<file path="config.mk">
export PLATFORM = sky130hd
export DESIGN_NAME = sequenciador_envase
export DESIGN_NICKNAME = d
export VERILOG_FILES = /design/src/rtl/envase_pkg.sv /design/src/rtl/temporizador_envase.sv /design/src/rtl/sequenciador_envase.sv
export SDC_FILE = /design/constraint.sdc
export NUM_CORES = 1
export LEC_CHECK = 0
export ABC_AREA = 1
export CAP_MARGIN = 10
export CELL_PAD_IN_SITES_DETAIL_PLACEMENT = 2
export CELL_PAD_IN_SITES_GLOBAL_PLACEMENT = 2
export CORE_ASPECT_RATIO = 0.9
export CORE_MARGIN = 5
export CORE_UTILIZATION = 28
export DETAILED_ROUTE_END_ITERATION = 10
export MAX_ROUTING_LAYER = met4
export PLACE_DENSITY_LB_ADDON = 0.1
export SLEW_MARGIN = 20
export SYNTH_ARGS = -nofsm -noshare
export SYNTH_HDL_FRONTEND = slang
export SYNTH_SLANG_ARGS = --single-unit
</file>
<file path="constraint.sdc">
create_clock -name clk -period 1.7 [get_ports clk]
set_input_delay 0.255 -clock clk [delete_from_list [all_inputs] [get_ports clk]]
set_output_delay 0.255 -clock clk [all_outputs]
set_load 0.05 [all_outputs]
</file>
<file path="src/rtl/envase_pkg.sv">
// Shared definitions for the bottling station: FSM state encoding and the
// default box size used by the sequencer and the dozen counter.
package envase_pkg;

  // 3-bit state code; codes 6..7 are unused and recover to ST_IDLE.
  typedef enum logic [2:0] {
    ST_IDLE  = 3'd0,
    ST_MOVE  = 3'd1,
    ST_FILL  = 3'd2,
    ST_SEAL  = 3'd3,
    ST_COUNT = 3'd4,
    ST_ALARM = 3'd5
  } state_e;

  localparam int BOTTLES_PER_BOX_DEF = 12;
  localparam int BOTTLE_CNT_W        = 4;

endpackage

</file>
<file path="src/rtl/temporizador_envase.sv">
// Loadable down-counter with a zero flag. load has priority over en; the
// count stops at zero instead of wrapping.
module temporizador_envase #(
  parameter int W = 4
) (
  input  logic         clk,
  input  logic         reset,
  input  logic         load,
  input  logic [W-1:0] load_val,
  input  logic         en,
  output logic         zero
);

  logic [W-1:0] count_q, count_d;

  // Next count: reload, decrement while enabled, or hold.
  always_comb begin
    count_d = count_q;
    if (load)
      count_d = load_val;
    else if (en && (count_q != '0))
      count_d = count_q - W'(1);
  end

  // Count register, cleared by the asynchronous active-low reset.
  always_ff @(posedge clk or negedge reset) begin
    if (!reset) count_q <= '0;
    else        count_q <= count_d;
  end

  assign zero = (count_q == '0);

endmodule

</file>
<file path="src/rtl/sequenciador_envase.sv">
// Bottling-station sequencer: conveyor, fill valve, capper and bottle/dozen
// counting. Optional fill timeout and ALARM state are enabled by defining
// ENVASE_TIMEOUT_EN; without it FILL waits indefinitely and alarm is tied 0.
// Handshake: none; start/stop are levels sampled on every rising clk edge.
module sequenciador_envase
  import envase_pkg::*;
#(
  parameter int SEAL_CYCLES     = 8,
  parameter int FILL_TIMEOUT    = 255,
  parameter int BOTTLES_PER_BOX = BOTTLES_PER_BOX_DEF,
  parameter int DOZEN_W         = 7
) (
  input  logic                    clk,
  input  logic                    reset,
  input  logic                    start,
  input  logic                    stop,
  input  logic                    bottle_sense,
  input  logic                    level_ok,
  input  logic                    alarm_clr,
  output logic                    motor_on,
  output logic                    valve_on,
  output logic                    seal_on,
  output logic                    bottle_pulse,
  output logic                    dozen_pulse,
  output logic [BOTTLE_CNT_W-1:0] bottle_count,
  output logic [DOZEN_W-1:0]      dozen_count,
  output logic                    alarm,
  output state_e                  state_dbg
);

  localparam int SEAL_W = $clog2(SEAL_CYCLES + 1);

  state_e                  state_q, state_d;
  logic                    stop_req_q, stop_req_d;
  logic [BOTTLE_CNT_W-1:0] bottle_count_q, bottle_count_d;
  logic [DOZEN_W-1:0]      dozen_count_q, dozen_count_d;
  logic                    motor_on_q, valve_on_q, seal_on_q;
  logic                    bottle_pulse_q, dozen_pulse_q;
  logic                    box_full;
  logic                    seal_zero;
  logic                    fill_zero;

  assign box_full = (bottle_count_q == BOTTLE_CNT_W'(BOTTLES_PER_BOX - 1));

  // Capper duration: loaded with SEAL_CYCLES-1 on entry, so SEAL lasts
  // exactly SEAL_CYCLES clocks before the zero flag releases it.
  temporizador_envase #(.W(SEAL_W)) u_seal_tmr (
    .clk      (clk),
    .reset    (reset),
    .load     ((state_q != ST_SEAL) && (state_d == ST_SEAL)),
    .load_val (SEAL_W'(SEAL_CYCLES - 1)),
    .en       (state_q == ST_SEAL),
    .zero     (seal_zero)
  );

`ifdef ENVASE_TIMEOUT_EN
  localparam int FILL_W = $clog2(FILL_TIMEOUT + 1);
  logic alarm_q;

  // Fill watchdog: reaches zero in the FILL_TIMEOUT-th cycle of FILL.
  temporizador_envase #(.W(FILL_W)) u_fill_tmr (
    .clk      (clk),
    .reset    (reset),
    .load     ((state_q != ST_FILL) && (state_d == ST_FILL)),
    .load_val (FILL_W'(FILL_TIMEOUT - 1)),
    .en       (state_q == ST_FILL),
    .zero     (fill_zero)
  );
  assign alarm = alarm_q;
`else
  logic unused_alarm_clr;
  assign unused_alarm_clr = alarm_clr;
  assign fill_zero        = 1'b0;
  assign alarm            = 1'b0;
`endif

  // Next-state, stop request and counter updates (counters move only in COUNT).
  always_comb begin
    state_d        = state_q;
    stop_req_d     = stop_req_q;
    bottle_count_d = bottle_count_q;
    dozen_count_d  = dozen_count_q;
    case (state_q)
      ST_IDLE: if (start) state_d = ST_MOVE;
      ST_MOVE: begin
        if (stop)              state_d = ST_IDLE;
        else if (bottle_sense) state_d = ST_FILL;
      end
      ST_FILL: begin
        if (stop) stop_req_d = 1'b1;
        if (level_ok) begin
          state_d = ST_SEAL;
        end else if (fill_zero) begin
          state_d    = ST_ALARM;
          stop_req_d = 1'b0;
        end
      end
      ST_SEAL: begin
        if (stop)      stop_req_d = 1'b1;
        if (seal_zero) state_d    = ST_COUNT;
      end
      ST_COUNT: begin
        bottle_count_d = box_full ? '0 : bottle_count_q + BOTTLE_CNT_W'(1);
        if (box_full && (dozen_count_q != {DOZEN_W{1'b1}}))
          dozen_count_d = dozen_count_q + DOZEN_W'(1);
        // A stop arriving in COUNT itself also ends the run here.
        state_d    = (stop_req_q || stop) ? ST_IDLE : ST_MOVE;
        stop_req_d = 1'b0;
      end
`ifdef ENVASE_TIMEOUT_EN
      ST_ALARM: if (alarm_clr) state_d = ST_IDLE;
`else
      ST_ALARM: state_d = ST_IDLE;
`endif
      default: state_d = ST_IDLE;
    endcase
  end

  // State, counters and Moore outputs registered from the next state.
  always_ff @(posedge clk or negedge reset) begin
    if (!reset) begin
      state_q        <= ST_IDLE;
      stop_req_q     <= 1'b0;
      bottle_count_q <= '0;
      dozen_count_q  <= '0;
      motor_on_q     <= 1'b0;
      valve_on_q     <= 1'b0;
      seal_on_q      <= 1'b0;
      bottle_pulse_q <= 1'b0;
      dozen_pulse_q  <= 1'b0;
`ifdef ENVASE_TIMEOUT_EN
      alarm_q        <= 1'b0;
`endif
    end else begin
      state_q        <= state_d;
      stop_req_q     <= stop_req_d;
      bottle_count_q <= bottle_count_d;
      dozen_count_q  <= dozen_count_d;
      motor_on_q     <= (state_d == ST_MOVE);
      valve_on_q     <= (state_d == ST_FILL);
      seal_on_q      <= (state_d == ST_SEAL);
      bottle_pulse_q <= (state_d == ST_COUNT);
      dozen_pulse_q  <= (state_d == ST_COUNT) && box_full;
`ifdef ENVASE_TIMEOUT_EN
      alarm_q        <= (state_d == ST_ALARM);
`endif
    end
  end

  assign motor_on     = motor_on_q;
  assign valve_on     = valve_on_q;
  assign seal_on      = seal_on_q;
  assign bottle_pulse = bottle_pulse_q;
  assign dozen_pulse  = dozen_pulse_q;
  assign bottle_count = bottle_count_q;
  assign dozen_count  = dozen_count_q;
  assign state_dbg    = state_q;

endmodule
</file>
After elaboration in Yosys (flattened, before gate mapping)
Cells that the tools add are included.

storage, ports and cells
  latch bits = 0
  RAM bits = 0
  memories kept = 0
  bits in read-only memories = 0
  register bits after elaboration = 24

cells by class
  reduce and logical (&&, ||, !) cells = 13
  add/subtract/negate cells = 3
  $lt $le $gt $ge = 0
  bitwise operators = 0
  shifts and indexed selects = 0
  $mul = 0
  div/mod/pow operators = 0
  muxes and demuxes = 12
  equality and inequality tests = 12

operator list
  cell                                              count
  two-way mux 3 bit                                 5
  one-hot mux 3 bit (5 select lines)                1
  == test 3 x 2 -> 1 bit, second input constant     4
  two-way mux 4 bit                                 3
  adder 7 x 1 -> 7 bit, second input constant       1
  != test 7 bit, second input constant              1
  == test 3 x 1 -> 1 bit, second input constant     2
  == test 3 bit, second input constant              2
  adder 4 x 1 -> 4 bit, second input constant       1
  == test 4 bit, second input constant              1
  logical AND 1 bit                                 4
  logical NOT 4 bit                                 1
  AND reduction 2 bit                               2
  nonzero test 2 bit                                2
  nonzero test 4 bit                                1
  subtractor 4 x 1 -> 4 bit, second input constant  1
  logical NOT 3 bit                                 1
  != test 3 x 2 -> 1 bit, second input constant     1
  two-way mux 1 bit                                 2
  != test 2 x 1 -> 1 bit, second input constant     1
  one-hot mux 1 bit (2 select lines)                1
  OR reduction 2 bit                                1
  logical OR 1 bit                                  1

Longest topological paths before layout
  depth in word-level cells = 6
  gate-level depth with buffers = 8

By module
Synthesis repeated with hierarchy kept, for this count alone.

second synthesis, totals
  cell total of the unflattened synthesis = 167
  area total of the unflattened synthesis = 1,326.3 µm²

modules (own cells, without submodules)
  module               cells each  area each (µm²)  seq. area each (µm²)  times used
  sequenciador_envase  121         1,031.0          500.5                 1
  temporizador_envase  46          295.3            100.1                 1

Worst setup path before layout
OpenSTA, ideal clock, no wires.

  path type = register -> register
  start point = register dozen_count_q[0] (netlist: dozen_count[0])
  end point = register dozen_count_q[0] (netlist: dozen_count[0])
  period minus slack after synthesis = 1,647 ps
  slack = 53 ps
  arrival = 1,529 ps
  setup time = 118 ps
  cell stages (with the launch flop) = 7
  required time = 1,582 ps
  path through = dfrtp_1 ha_1 nand3_2 o21ai_4 inv_2 nand2_1 nand2_1

on the way
  cells in the longest elaborated chain, start to end = 3
  elaborated cells on any way between the ends = 4
  those cells by class = add/sub (1); eq/ne (1); reduce/logical (2)

RTL lines
  element                                                       RTL line                    source
  start: declaration                                            sequenciador_envase.sv:36   logic [DOZEN_W-1:0] dozen_count_q, dozen_count_d;
  start signal: assignment                                      sequenciador_envase.sv:138  dozen_count_q <= dozen_count_d;
  branches (longest 3 deep; another with adder 7 x 1 -> 7 bit)  -

Several ways; the timed one is not identified.
A chain may end at the register's enable or synchronous reset.

Worst setup path after layout
  start point = register dozen_count_q[0] (netlist: dozen_count[0])
  end point = register dozen_count_q[3] (netlist: dozen_count[3])

Same word-level chain as after synthesis.

==> results.toml <==
[floorplan]
die_area_mm2 = 0.005676
io_pins = 27
core_area_mm2 = 0.004101
die_w_um = 78.86
num_rows = 22
die_h_um = 71.98
start_util = 0.2913

[power_and_ir_drop]
p_clk_frac = 0.173
combPwrFrac = 0.444
switching_share = 0.4422
power.density_mw_per_mm2 = 1324
finalPower_mw = 1.997
p_int_mw = 1.114
switchingPower_mw = 0.8832
power.sequential.fraction = 0.383
ir_drop_uv = 908.4
p_leak_nw = 0.7631

[cells_and_area]
final_cell_mix = "nand2_1 (40), dfrtp_1 (24), buf_4 (22)"
final_core_util = 0.3679
nets = 182
nFillCells = 477
drive_gt1_frac = 0.2412
syn_to_final_growth_pct = 26.28
fin_area_mm2 = 0.001509
n_antenna_cell = 0
final_common_cell = "nand2_1"

[yosys]
synth_top_area_cell = "dfrtp_1"
synth_top_area_frac = 0.5026
synth_ff_type = "dfrtp_1"
synth_cell_types = 24
syn_area_per_cell_um2 = 8.474
syn_area_mm2 = 0.001195
synth_fp_nets = 151
async_flop_share = 1.000
synth-edff-count = 0
yosys_warnings = 0
seq_area_frac_synth = 0.5026
ys_top_cells_by_area = "dfrtp_1 (50%), nand2_1 (13%), nand3_1 (5.9%)"
syn_inst = 141
synth-seq-cells = 24

[worst_setup_path]
cp_slowest_cell = "dfrtp_1"
critPathBufInv = 1
crit_fanout = 8
max_stage_delay_ns = 0.45
cpMostUsedCell = "nand2_1"
crit_path_cell_trace = "ha_1 > nand3_2 > o21ai_4 > inv_2 > nand2_1 > nand2_1"
cp-start-kind = "register"
worstPathRequired_ns = 1.86
worst-path-stages = 6
critPathKind = "reg -> reg"
cp-end-kind = "register"
reg2reg_slack_ns = 0.21
rr_worst_depth = 6
critical_path_arrival_ns = 1.66
cp_top_family = "flip-flops"

[detailed_routing]
routed_wirelength_um = 3069
via_count = 1034
ant_nets = 0
drcViolationCount = 0
routedWlPerCell_um = 14.08
drt_pre_antenna_iters = 3
avgViaCountPerCell = 4.743
dr.first_iter.drc_count = 27

[global_route]
grt_pass1_vias = 1133
grt_max_degree = 25
antenna_found_initial = 0
overflow = 0
grt.total_usage = 0.1232
grt_pass1_wl_um = 5306

[sta]
slew_violations = 0
rsz0062_at_grt = "false"
max_freq_ghz = 0.6704
finalSetupViolCount = 0
hold_violations = 0
tns_ns = 0
clock_skew_ns = 0.006002
min_period_ns = 1.492
min_period_over_period = 0.8774
holdWs_ns = 0.3503

[worst_hold_path]
hold_path.class = "in -> async"

[clocking]
cts_buffer_depth = 2
cts-root-buf = "clkbuf_8"
cts_hold_buf = 0
clock_latency_ns = 0.27
cts_tree = "built"
h-tree-depth = 1
cts_inserted_buffers = 3
cts.reportedPaths.clkPinSlew_ns = 0.09
clkSinkCount = 24

[place]
io_buffer_count = 24
placed_cell_area_mm2 = 0.001448
gp_congestion = 0.7741
dpl.hpwl_um = 2373

[run]
drv_cap = 0

[status]
status = "complete, no violations"
[stage by stage]
step,cells,setup slack (ns)
2_1_floorplan,141,0.05276
3_3_place_gp,213,0.2242
5_1_grt,218,0.05027
6_report,218,0.2083
4_1_cts,216,0.1668
3_5_place_dp,213,0.1829
[Yosys cell counts, drive strengths merged, types with 2 or more instances]
master,number
inv,19
dfrtp,24
ha,3
xnor2,2
nand3,16
nor3,4
nand2,43
nand4,3
nor2,12
o21ai,9
[flip-flops by register name, summed over array words and instances, names as in the netlist]
name	cells
dozen_pulse	1
valve_on	1
dozen_count	7
bottle_count	4
motor_on	1
stop_req_q	1
bottle_pulse	1
seal_on	1
state_dbg	3
u_seal_tmr.count_q	4
[logic make-up after synthesis]
logic type	synth area share
adder cells (fa/ha/maj)	0.03142
other	0.003138
AO/OA/AOI/OAI	0.05759
buffers and inverters	0.06597
flip-flops	0.5026
XOR/XNOR	0.02199
AND/OR/NAND/NOR	0.3173
[cell type report]
cell class | count | area [µm²] | area share
multi-input cells | 97 | 520.5 | 0.3449
flip-flops and latches | 24 | 600.6 | 0.3980
repair buffers | 27 | 215.2 | 0.1426
clock buffers | 3 | 41.29 | 0.02736
inverters | 19 | 71.32 | 0.04726
well taps | 48 | 60.06 | 0.03980
[repair_timing]
action / in CTS / in global routing
setup endpoints to repair: 0 / 1
resized for setup: 0 / 1
buffers inserted: 0 / 2
[power by group through the flow]
stage | Clock (mW) | Sequential, mW | Combinational (mW)
final | 0.346 | 0.764 | 0.887
after CTS | 0.355 | 0.766 | 0.874
after global placement | 0 | 0.772 | 0.826
after detailed placement | 0 | 0.776 | 0.869
after floorplan | 0 | 0.985 | 0.389
after global routing | 0.384 | 0.783 | 0.998
[metal layers]
| layer | global-route usage | part of all wire | vias up |
|---|---|---|---|
| li1 | - | - | 503 |
| met1 | 0.1468 | 0.46 | 501 |
| met5 | - | 0 | - |
| met4 | 0.05344 | 0.023 | 0 |
| met2 | 0.1979 | 0.47 | 23 |
| met3 | 0.03226 | 0.049 | 7 |
[path summary, 6_finish.rpt]
path	start	end
min in group clk	dozen_count[6]	dozen_count[6]
worst max-delay path	dozen_count[0]	dozen_count[3]
worst min-delay path	reset	dozen_count[5]
max in group asynchronous	reset	bottle_count[0]
worst max register to register	dozen_count[0]	dozen_count[3]
worst min register to register	dozen_count[6]	dozen_count[6]
Power figures use the tool's default switching activity.
